<file path="config.mk">
export PLATFORM = sky130hd
export DESIGN_NAME = risc_v_mike_fetch_unit
export DESIGN_NICKNAME = d
export VERILOG_FILES = /design/src/rtl/risc_v_mike_fetch_unit.sv
export SDC_FILE = /design/constraint.sdc
export NUM_CORES = 1
export LEC_CHECK = 0
export BUFFER_PORTS_ARGS = -buffer_cell sky130_fd_sc_hd__buf_2
export CORE_MARGIN = 3
export CORE_UTILIZATION = 35
export CTS_CLUSTER_DIAMETER = 80
export DETAILED_ROUTE_END_ITERATION = 7
export PLACE_DENSITY_LB_ADDON = 0.25
export SYNTH_ARGS = -nofsm -noshare
export SYNTH_HDL_FRONTEND = slang
export SYNTH_SLANG_ARGS = --single-unit
</file>
<file path="constraint.sdc">
create_clock -name clk -period 2.7 [get_ports clk]
set_input_delay 0.405 -clock clk [delete_from_list [all_inputs] [get_ports clk]]
set_output_delay 0.405 -clock clk [all_outputs]
set_load 0.02 [all_outputs]
</file>
<file path="src/rtl/risc_v_mike_fetch_unit.sv">
// Single-issue instruction fetch stage: PC register, combinational instruction-memory
// read, one-entry decode buffer with ready/valid handshake, redirect and halt handling.
module risc_v_mike_fetch_unit #(
  parameter logic [31:0] RESET_PC    = 32'h0000_0000,
  parameter int          IMEM_ADDR_W = 5,
  parameter logic [31:0] NOP_INSTR   = 32'h0000_0013
) (
  input  logic                   clk,
  input  logic                   rst,
  output logic [IMEM_ADDR_W-1:0] imem_addr,
  input  logic [31:0]            imem_rd_data,
  input  logic                   redirect_valid,
  input  logic [31:0]            redirect_pc,
  input  logic                   id_ready,
  output logic                   id_valid,
  output logic [31:0]            id_instr,
  output logic [31:0]            id_pc,
  output logic [31:0]            id_pc_plus4,
  output logic                   fetch_err,
  output logic [31:0]            fetch_count
);

  typedef enum logic [1:0] {
    BUBBLE = 2'd0,
    FETCH  = 2'd1,
    HALT   = 2'd2
  } state_t;

  state_t      state;
  logic [31:0] pc;
  logic        advance;
  logic        redirect_aligned;
  logic        handshake;

  // Upper PC bits are dropped so the fetch address wraps over the memory size.
  assign imem_addr        = pc[IMEM_ADDR_W+1:2];
  assign id_pc_plus4      = id_pc + 32'd4;
  assign advance          = !id_valid || id_ready;
  assign redirect_aligned = (redirect_pc[1:0] == 2'b00);
  assign handshake        = id_valid && id_ready;

  always_ff @(posedge clk or negedge rst) begin
    if (!rst) begin
      state       <= BUBBLE;
      pc          <= RESET_PC;
      id_valid    <= 1'b0;
      id_instr    <= NOP_INSTR;
      id_pc       <= '0;
      fetch_err   <= 1'b0;
      fetch_count <= '0;
    end else begin
      // A handshake completes even on the edge that a redirect flushes the buffer.
      if (handshake) begin
        fetch_count <= fetch_count + 32'd1;
      end

      case (state)
        HALT: begin
          id_valid <= 1'b0;
        end

        default: begin
          if (redirect_valid) begin
            id_valid <= 1'b0;
            id_instr <= NOP_INSTR;
            if (redirect_aligned) begin
              pc    <= redirect_pc;
              state <= BUBBLE;
            end else begin
              fetch_err <= 1'b1;
              state     <= HALT;
            end
          end else if (state == BUBBLE) begin
            state <= FETCH;
          end else if (advance) begin
            id_instr <= imem_rd_data;
            id_pc    <= pc;
            id_valid <= 1'b1;
            pc       <= pc + 32'd4;
          end
        end
      endcase
    end
  end

endmodule
</file>
---- Word level (Yosys, flattened, before mapping) ----
Cells that the tools add are included.
operators by class
  add/subtract/negate cells ............... 3
  equal/unequal tests ..................... 4
  muxes and demuxes ....................... 14
  bitwise gates (word level) .............. 4
  reductions and logical operators ........ 14
operators with widths
  kind                                                                      count
  32-bit two-way mux                                                        7
  32-bit by 3-bit adder with 32-bit output (second input constant)          2
  32-bit by 1-bit adder with 32-bit output (second input constant)          1
  4-bit AND reduction                                                       2
  2-bit two-way mux                                                         3
  3-bit AND reduction                                                       2
  2-bit zero test                                                           2
  1-bit two-way mux                                                         4
  1-bit NOT                                                                 4
  2-bit AND reduction                                                       2
  2-bit nonzero test                                                        2
  3-bit by 2-bit inequality test with 1-bit output (second input constant)  1
  3-bit nonzero test                                                        1
  2-bit equality test (second input constant)                               1
  2-bit by 1-bit inequality test with 1-bit output (second input constant)  1
  2-bit inequality test (second input constant)                             1
  1-bit logical AND                                                         1
  1-bit zero test                                                           1
  1-bit logical OR                                                          1
word-level totals
  register bits ........................... 132
  output and inout bits ................... 135
  word-level logic and storage cells ...... 46

---- Logic depth before layout (Yosys ltp) ----
Gate-level depths: netlist of the first run.
  depth in word-level cells ............... 6
  depth in mapped cells ................... 8
  mapped depth without buffers ............ 6

---- Least setup slack after synthesis of the first run ----
Ideal clock, no wire load.
  kind .................................... register to output
  start ................................... register id_pc[4]
  end ..................................... output port id_pc_plus4[31]
  arrival ................................. 1.940 ns
  required time ........................... 2.295 ns
  setup slack ............................. 0.355 ns
  cell stages (with the launch flop) ...... 6
  path buffers ............................ 0
  cells stage by stage .................... dfrtp_1 and4_1 nand4_1 nor2_1 nand4_1 xnor2_1
on the way
  cells in the longest elaborated chain, start to end .. 1
RTL lines
  element                                   line  source
  from (decl)                               17    output logic [31:0] id_pc,
  from (signal assigned)                    77    id_pc <= pc;
  32-bit by 3-bit adder with 32-bit output  37    assign id_pc_plus4 = id_pc + 32'd4;
  to (decl)                                 18    output logic [31:0] id_pc_plus4,
Every way passes these cells.

---- Worst setup path in the final report of the first run ----
  start ................................... register id_pc[6]
  end ..................................... output port id_pc_plus4[31]
Same word-level chain as after synthesis.

==> results of run 1 <==
-- worst max-delay path, stage by stage, from the launching register on --
cell	delay, ps
dfrtp_1	420
and4_4	260
nand4_1	230
nor2_1	170
buf_4	180
nand4_1	110
xnor2_1	190
buf_4	170
-- cell usage after synthesis (2+ instances only) --
| library cell | n |
|---|---|
| dfrtp_1 | 129 |
| mux2i_1 | 10 |
| inv_1 | 14 |
| nand4_1 | 25 |
| o221ai_1 | 2 |
| xor2_1 | 15 |
| ha_1 | 3 |
| nor4_4 | 2 |
| nor3_1 | 18 |
| nand4_4 | 2 |
| a22o_1 | 29 |
| clkbuf_1 | 23 |
| nand2b_1 | 3 |
| buf_1 | 2 |
| o22ai_1 | 24 |
| xnor2_1 | 44 |
| and3_1 | 14 |
| a21o_1 | 4 |
| dfstp_2 | 3 |
| nor4_1 | 4 |
| nand2_1 | 127 |
| o21ai_0 | 12 |
| and4_1 | 14 |
| buf_2 | 8 |
| a21oi_1 | 24 |
| o22a_1 | 3 |
| a211oi_1 | 3 |
| o21a_1 | 2 |
| nor3b_1 | 4 |
| a31oi_1 | 2 |
| buf_4 | 7 |
| and2_1 | 5 |
| nand3_1 | 40 |
| nor2_1 | 35 |
-- area by class of cell --
cell class,instances,area [µm²],share of cell area
clock buffers,22,464,0.0550
clock inverters,9,129,0.0153
inverters,15,56.3,0.00668
flip-flops and latches,132,3310,0.393
multi-input cells,483,2970,0.353
well taps,229,287,0.0340
repair buffers,224,1210,0.144
-- placed cells by master, fill, tap and decap left out, types with 4 or more instances in the layout --
master     instances
a21o_1             4
a21oi_1           24
a22o_1            29
and2_1             5
and3_1            13
and4_1            13
buf_2            200
buf_4             20
clkbuf_16         17
dfrtp_1          125
dfrtp_2            4
inv_1             14
mux2i_1           10
nand2_1          127
nand3_1           40
nand4_1           25
nor2_1            35
nor3_1            18
nor3b_1            4
nor4_1             4
o21ai_0           12
o22ai_1           24
xnor2_1           44
xor2_1            15
-- cell families (layout without fill, tap and decap cells) --
kind of cell	after synthesis	in the layout	share of synthesized area
compound gates	111	111	0.119
simple gates	298	298	0.230
fa+ha+maj	3	3	0.00577
mux	12	12	0.0194
xor+xnor	59	59	0.0794
buf+inv	56	270	0.0381
flops	132	132	0.508
-- stage by stage --
step	total power, mW	hold WS, ps	instance area [µm²]
global placement	4.51	381	7770
floorplan	3.83	109	6500
global route	7.19	189	8430
CTS	6.86	185	8380
detailed placement	4.52	380	7770
finish	6.82	202	8430
-- final timing paths --
kind                                   end  depth (start not counted)  slack, ps
hold reg to reg                  fetch_err                          1        450
max in group asynchronous     id_instr[18]                          3       1530
hold / removal                id_instr[26]                          2        200
setup reg to reg                    pc[28]                          6        480
setup / recovery           id_pc_plus4[31]                          7        150
min in group asynchronous     id_instr[28]                          2        490
-- per-layer routing --
metal / global-route usage / part of all wire
met3: 0.0444 / 0.057
met5: 0 / 0.0013
met1: 0.236 / 0.46
met2: 0.276 / 0.47
met4: 0.0455 / 0.010
-- what timing repair did --
| action | in CTS | in global routing |
|---|---|---|
| setup endpoints to repair | 0 | 9 |
| gates resized for setup | 0 | 8 |
| hold buffers | 1 | 0 |
| hold endpoints to repair | 44 | 0 |
| buffers inserted | 0 | 6 |
-- where the power goes --
part           switching, mW  internal [mW]
Clock                  0.829           1.49
Sequential             0.414           2.32
Combinational           1.09          0.682
Total                   2.33           4.49
-- state kept, by name, summed over array words and instances, names as in the netlist --
| signal | flops |
|---|---|
| fetch_count | 32 |
| id_instr | 32 |
| id_pc | 32 |
| fetch_err | 1 |
| state | 2 |
| pc | 32 |
| id_valid | 1 |
==> summary.txt, run 1 <==
Status: complete, no violations
Vias in the first global route: 5347
GRT overflow: 0
Fmax: 0.391 GHz
Total wire length: 17700 µm
DRC: 0
Post-synth EDFFs: 0
# fillers: 1725
Die W: 142 µm
Final setup viols: 0
Ys async rst share: 1.00
I/O pin total: 203
Min Clock Period, post-route: 2550 ps
CTS Root Cell: clkbuf_16
Hold Startpoint: imem_rd_data[26]
Total global-route track usage: 0.173
# rows: 49
R2R Path Start: pc[2]
Share of the synthesized area in the top cell type: 0.496
Routability cong.: 0.837
Clock sinks: 132
RSZ-0062 raised after global routing: true
Final worst setup slack: 145 ps
Count of different cell masters after synthesis: 49
Post-synthesis cell count: 671
Initial core utilization: 0.360
Tightest Pin Transition: 634 ps
Clock-pin slew on the worst setup and hold paths: 60 ps
P_leak: 4.30 nW
Die area: 20300 µm²
Syn. warnings: 0
Final nets: 944
Relative slew slack: 0.575
Worst vdd ir: 445 µV
Placed Instances: 1076
Pre-antenna DRT Iters: 4
Core ar.: 18100 µm²
Worst endpoint data arrival time: 2150 ps
MaxCap Viol Count: 0
Pins over their slew limit: 0
Seq cells post-synth: 132
Final period util: 0.946
CTS Buffer Depth: 2
Register area share after synthesis: 0.508
Top_reg_cell synth: dfrtp_1
Via count: 5583
Port Buffers: 202
Worst path required time: 2300 ps
First-pass GRT wire length: 28100 µm
TNS Setup: 0 ps
Mapped cell area: 6500 µm²
Worst Setup SP: id_pc[6]
Die Y: 142 µm
Final Util: 0.466
Worst Path Max Fanout: 8
Antenna violations before repair: 2
Final Hold Viols: 0
Largest net degree at the start of global routing: 51
Share of cells above drive strength 1: 0.310
Antenna Violating Nets Remaining: 0
Avg Cell Area, Syn: 9.69 µm²
Startpoint Class: register
Mapped Nets: 742
Num CTS Buffers: 17
CTS H-tree lvls: 4
Worst min-delay path class: primary input to register
Post-synth top area cell: dfrtp_1
Non-Filler Instances: 1114
Critical path type: register to output port
Crit end category: output port
PwrDens: 808 nW/µm²
DP HPWL: 12800 µm
Clk_skew: 10.3 ps
Area contributors post-synth: dfrtp_1 50%, nand2_1 7.3%, xnor2_1 5.9%
Post-DR vias/cell: 5.01
Post-DR wirelength/cell: 15.9 µm
Latest clock arrival within the worst-skew pair: 420 ps
Worst slack, placed: 451 ps
DRT iter0 DRCs: 378
N_diodes: 0
CTS tree: yes
P&R area growth vs syn: 29.7%
No activity file was read; power rests on OpenSTA's default activity.
==> inputs of run 2 (changes only) <==
--- a/config.mk
+++ b/config.mk
@@ -5,11 +5,11 @@
 export SDC_FILE = /design/constraint.sdc
 export NUM_CORES = 1
 export LEC_CHECK = 0
-export BUFFER_PORTS_ARGS = -buffer_cell sky130_fd_sc_hd__buf_2
 export CORE_MARGIN = 3
 export CORE_UTILIZATION = 35
 export CTS_CLUSTER_DIAMETER = 80
 export DETAILED_ROUTE_END_ITERATION = 7
+export DONT_BUFFER_PORTS = 1
 export PLACE_DENSITY_LB_ADDON = 0.25
 export SYNTH_ARGS = -nofsm -noshare
 export SYNTH_HDL_FRONTEND = slang
==> run 2 against run 1 <==
Against the previous run:
- the flow now finishes with violations (negative hold slack)
- first-iteration DRC count fell by 15%
- sequential share of layout area rose by 5.2 points
- worst hold slack got worse by 520 ps
- non-clock buffer count fell by 188
- wire length fell by 0.92%
- critical path type unchanged
- critical endpoint is now id_pc_plus4[13]
==> summary.txt, run 2 (synthesized netlist as in run 1, its figures left out) <==
Status: finished, violations left
Failing checks: negative hold slack
I/O pin total: 203 (unchanged)
Hold slack: -313 ps (-515 ps)
CTS Buffer Depth: 2 (unchanged)
Min Clock Period, post-route: 2610 ps (+54.1 ps)
Total wire length: 17500 µm (-0.92%)
MaxCap Viol Count: 0 (unchanged)
Routability cong.: 0.813 (-2.9%)
Pins over their slew limit: 0 (unchanged)
Share of cells above drive strength 1: 0.119 (-0.191)
Slowest-stage cell, CP: dfrtp_2
Fmax: 0.383 GHz (-2.1%)
Worst endpoint data arrival time: 2200 ps (+50 ps)
Via count: 5093 (-8.8%)
Largest net degree at the start of global routing: 133 (+160%)
Worst vdd ir: 415 µV (-6.7%)
Latest clock arrival within the worst-skew pair: 410 ps (about the same)
GRT overflow: 0 (unchanged)
Clk_skew: 5.15 ps (-5.20 ps)
Final setup viols: 0 (unchanged)
# rows: 49 (unchanged)
Startpoint Class: register
Antenna Violating Nets Remaining: 0 (unchanged)
Worst path cell trace: and4_4 -> nand4_1 -> buf_4 -> buf_4 -> nor2_1 -> xor2_1
Die W: 142 µm (unchanged)
Relative slew slack: 0.550 (-0.0251)
Vias in the first global route: 5163 (-3.4%)
Final Hold Viols: 132 (+132)
Clock sinks: 132 (unchanged)
Post-DR vias/cell: 5.49 (+9.5%)
Critical path type: register to output port
Final worst setup slack: 91.2 ps (-54.1 ps)
CTS tree: yes
Die area: 20300 µm² (unchanged)
Placed inst area: 6870 µm² (-12%)
RSZ-0062 raised after global routing: true
First-pass GRT wire length: 28300 µm (+0.69%)
Most common cell after layout, fill and taps aside: nand2_1
Die Y: 142 µm (unchanged)
Final nets: 756 (-20%)
Worst path required time: 2300 ps (about the same)
Worst min-delay path class: primary input to asynchronous set/reset pin
CTS H-tree lvls: 4 (unchanged)
Final period util: 0.966 (+0.0200)
DRT iter0 DRCs: 323 (-15%)
Most frequent cells in the layout: 127 x nand2_1, 125 x dfrtp_1, 44 x xnor2_1
Cell area after layout: 7440 µm² (-12%)
Pre-antenna DRT Iters: 5 (+1)
Total global-route track usage: 0.176 (+0.00350)
Crit-path most repeated cell: buf_4
P&R area growth vs syn: 14.4%
Tightest Pin Transition: 672 ps (+37.5 ps)
Clock-pin slew on the worst setup and hold paths: 60 ps (about the same)
PwrDens: 842 nW/µm² (+4.1%)
P_leak: 3.38 nW (-21%)
Crit end category: output port
CP max stage delay: 450 ps (+30 ps)
CTS Root Cell: clkbuf_16
Num CTS Buffers: 17 (unchanged)
Antenna violations before repair: 3 (+1)
DP HPWL: 12400 µm (-3.5%)
# fillers: 1740 (+0.87%)
Core ar.: 18100 µm² (unchanged)
DRC: 0 (unchanged)
TNS Setup: 0 ps (unchanged)
Initial core utilization: 0.360 (unchanged)
Worst Path Max Fanout: 4 (-4)
Port Buffers: 0 (-100%)
Worst slack, placed: 374 ps (-76.9 ps)
Post-DR wirelength/cell: 18.9 µm (+19%)
## run 2: worst max-delay path: cells and delay by family (launching register included)
kind | cells | cell delay, ps
simple gates | 3 | 570
flops | 1 | 450
buf+inv | 2 | 350
xor+xnor | 1 | 420
## run 2: timing repair
item,4_1_cts,5_1_grt
cloned,0,0
endpoints found under the setup margin,9,13
pin swaps,1,2
setup buffers,1,3
hold endpoints to repair,132,132
resized for setup,1,7
## run 2: worst paths after layout
path / to / from / slack, ps / cells after the start
worst max-delay path: id_pc_plus4[13] / id_pc[7] / 90 / 6
worst min-delay path: id_instr[30] / rst / -310 / 0
worst max register to register: pc[28] / pc[4] / 450 / 5
worst min register to register: id_pc[0] / pc[0] / 460 / 2
max in group asynchronous: id_pc[9] / rst / 2680 / 0
min in group clk: id_valid / redirect_valid / 70 / 1
## run 2: through the flow
step                std cells  power (mW)  hold WS [ps]   util
floorplan                 671        3.83           109      -
global placement          891        4.18           112  0.380
detailed placement        891        4.23           112  0.380
CTS                       924        6.31          -337  0.409
global route              927        6.62          -342  0.411
finish                    928        6.27          -313  0.412
## run 2: where the power goes
group	internal, mW	switching [mW]	leakage, nW
combinational	0.501	0.674	1.39
clock	1.24	0.803	0.252
sequential	2.31	0.734	1.74
total	4.06	2.21	3.38
## run 2: layer usage
metal | track usage | vias to the layer above | share of wire
met5 | 0 | - | 0.0019
met4 | 0.0585 | 4 | 0.021
met3 | 0.0645 | 29 | 0.076
met2 | 0.274 | 200 | 0.47
met1 | 0.229 | 2461 | 0.43
li1 | - | 2399 | -
## run 2: layout make-up
class / instances / area [µm²] / share of cell area
well taps: 229 / 287 / 0.0385
repair buffers: 36 / 283 / 0.0380
inverters: 15 / 56.3 / 0.00756
diodes: 1 / 2.50 / 0.000336
flip-flops and latches: 132 / 3310 / 0.445
multi-input cells: 483 / 2980 / 0.401
clock buffers: 28 / 497 / 0.0667
clock inverters: 4 / 22.5 / 0.00303
==> inputs of run 3 (changes only) <==
--- a/config.mk
+++ b/config.mk
@@ -10,6 +10,7 @@
 export CTS_CLUSTER_DIAMETER = 80
 export DETAILED_ROUTE_END_ITERATION = 7
 export DONT_BUFFER_PORTS = 1
+export GPL_TIMING_DRIVEN = 0
 export PLACE_DENSITY_LB_ADDON = 0.25
 export SYNTH_ARGS = -nofsm -noshare
 export SYNTH_HDL_FRONTEND = slang
==> constraint.sdc (replaced) <==
create_clock -name clk -period 2.1 [get_ports clk]
set_input_delay 0.315 -clock clk [delete_from_list [all_inputs] [get_ports clk]]
set_output_delay 0.315 -clock clk [all_outputs]
set_load 0.02 [all_outputs]
==> run 3 against run 2 <==
Against the previous run:
- the flow finishes with violations (negative hold slack, negative setup slack)
- largest power group unchanged
- clock skew up 1.7 ps
- via count rose by 3.2%
- sequential power up 33%
- total power increased by 41%
==> summary.txt, run 3 (synthesized netlist as in run 1, its figures left out) <==
Worst Setup SP: id_pc[14]
Final setup viols: 22 (+22)
Clock-pin slew on the worst setup and hold paths: 60 ps (about the same)
Final Hold Viols: 132 (unchanged)
CP top delay family: simple AND/OR/NAND/NOR gates
Total global-route track usage: 0.177 (+0.000234)
Latest clock arrival within the worst-skew pair: 410 ps (about the same)
MaxCap Viol Count: 0 (unchanged)
Pins over their slew limit: 0 (unchanged)
DRC: 0 (unchanged)
Final nets: 775 (+2.5%)
Net switching power: 3.05 mW (+38%)
Tightest Pin Transition: 628 ps (-43.4 ps)
P_leak: 3.64 nW (+7.7%)
Worst Path Max Fanout: 7 (+3)
Num CTS Buffers: 17 (unchanged)
GRT overflow: 0 (unchanged)
Fmax: 0.405 GHz
Via count: 5255 (+3.2%)
CP max stage delay: 530 ps (+80 ps)
Most common cell after layout, fill and taps aside: nand2_1
CTS Buffer Depth: 2 (unchanged)
Largest net degree at the start of global routing: 133 (unchanged)
Initial core utilization: 0.360 (unchanged)
Min Clock Period, post-route: 2470 ps
DRT iter0 DRCs: 343 (+6.2%)
Crit end category: output port
Clk_skew: 6.87 ps (+1.72 ps)
P&R area growth vs syn: 25.1%
Clock sinks: 132 (unchanged)
Share of cells above drive strength 1: 0.227 (+0.108)
Post-DR vias/cell: 5.55 (+1.2%)
Final worst setup slack: -369 ps (-461 ps)
Pre-antenna DRT Iters: 4 (-1)
R2R Path Start: pc[2]
N_diodes: 0 (-1)
Comb pwr share: 0.167 (-0.021)
# fillers: 1726 (-0.80%)
Switching Fraction: 0.345 (-0.00818)
Worst endpoint data arrival time: 2150 ps (-50 ps)
Worst slack, placed: -461 ps (-835 ps)
Vias in the first global route: 5167 (+0.077%)
I/O pin total: 203 (unchanged)
Hold slack: -395 ps (-81.7 ps)
Critical path type: register to output port
P_int: 5.81 mW (+43%)
Routability cong.: 0.841 (+3.5%)
Worst path required time: 1780 ps (-520 ps)
Die Y: 142 µm (unchanged)
Worst min-delay path class: primary input to asynchronous set/reset pin
Die area: 20300 µm² (unchanged)
Worst vdd ir: 529 µV (+28%)
R2r endpoint: pc[28]
Critical Path End: id_pc_plus4[28]
Total Power: 8.86 mW (+41%)
Reg power frac: 0.458 (-0.028)
CTS H-tree lvls: 4 (unchanged)
Worst path cell trace: and4_1 -> nand2_1 -> nor2_4 -> nand4_1 -> xnor2_2
DP HPWL: 13000 µm (+5.0%)
# rows: 49 (unchanged)
Post-DR wirelength/cell: 19.4 µm (+2.8%)
WP depth: 5 (-1)
Antenna Violating Nets Remaining: 0 (unchanged)
CTS tree: yes
CTS Root Cell: clkbuf_16
Total wire length: 18400 µm (+4.8%)
CP bufs+invs: 0 (-2)
Port Buffers: 0 (unchanged)
Startpoint Class: register
Most frequent cells in the layout: 124 x nand2_1, 101 x dfrtp_1, 32 x nand3_1
Clock share of power: 0.375 (+0.049)
Status: finished, violations left
First-pass GRT wire length: 28200 µm (about the same)
Relative slew slack: 0.579 (+0.0291)
Worst r2r path cells: 7 (+2)
Core ar.: 18100 µm² (unchanged)
RSZ-0062 raised after global routing: true
Final period util: 1.18
Reg2Reg Setup Slack: 160 ps (-290 ps)
Antenna violations before repair: 1 (-2)
PwrDens: 1090 nW/µm² (+29%)
Failing checks: negative hold slack, negative setup slack
Die W: 142 µm (unchanged)
Slowest-stage cell, CP: dfrtp_1
-- run 3: final cells by class --
class	instances	area, µm²	share of cell area
multi-input combinational	483	3460	0.426
sequential	132	3340	0.411
clock buffer	18	439	0.0540
tap	229	287	0.0352
clock inverter	14	223	0.0274
buffer	38	189	0.0232
timing repair buffer	17	139	0.0171
inverter	15	56.3	0.00692
-- run 3: worst min-delay path by stage --
stage / from / endpoint / cells after the start
after floorplan: rst / fetch_count[0] / 0
after global placement: rst / id_pc[26] / 0
after detailed placement: rst / id_pc[26] / 0
after CTS: rst / id_pc[26] / 0
after global routing: rst / id_pc[26] / 0
final: rst / id_pc[26] / 0
-- run 3: power groups by stage --
| stage | registers [mW] | logic (mW) | clock network, mW |
|---|---|---|---|
| 2_1_floorplan | 3.80 | 1.15 | 0 |
| 3_3_place_gp | 3.97 | 1.30 | 0 |
| 3_5_place_dp | 3.98 | 1.35 | 0 |
| 4_1_cts | 4.02 | 1.45 | 3.39 |
| 5_1_grt | 4.14 | 1.62 | 3.51 |
| 6_report | 4.06 | 1.48 | 3.32 |
-- run 3: repair_timing --
action / CTS / global route
setup buffers: 9 / 8
resized for setup: 71 / 38
pin swaps: 15 / 14
setup endpoints to repair: 92 / 112
endpoints found under the hold margin: 132 / 132
-- run 3: routing by layer --
layer | wire (µm) | track usage
met1 | 7700 | 0.227
met3 | 1480 | 0.0642
met2 | 9010 | 0.287
met4 | 185 | 0.0415
met5 | 13 | 0
-- run 3: through the flow --
stage,setup TNS (ps),instances,util,area (µm²)
3_5_place_dp,-17420,900,0.379,6850
3_3_place_gp,-15310,900,0.379,6850
6_report,-5940,946,0.450,8140
4_1_cts,-5930,939,0.437,7900
5_1_grt,-8720,946,0.450,8140
2_1_floorplan,0,671,-,6560
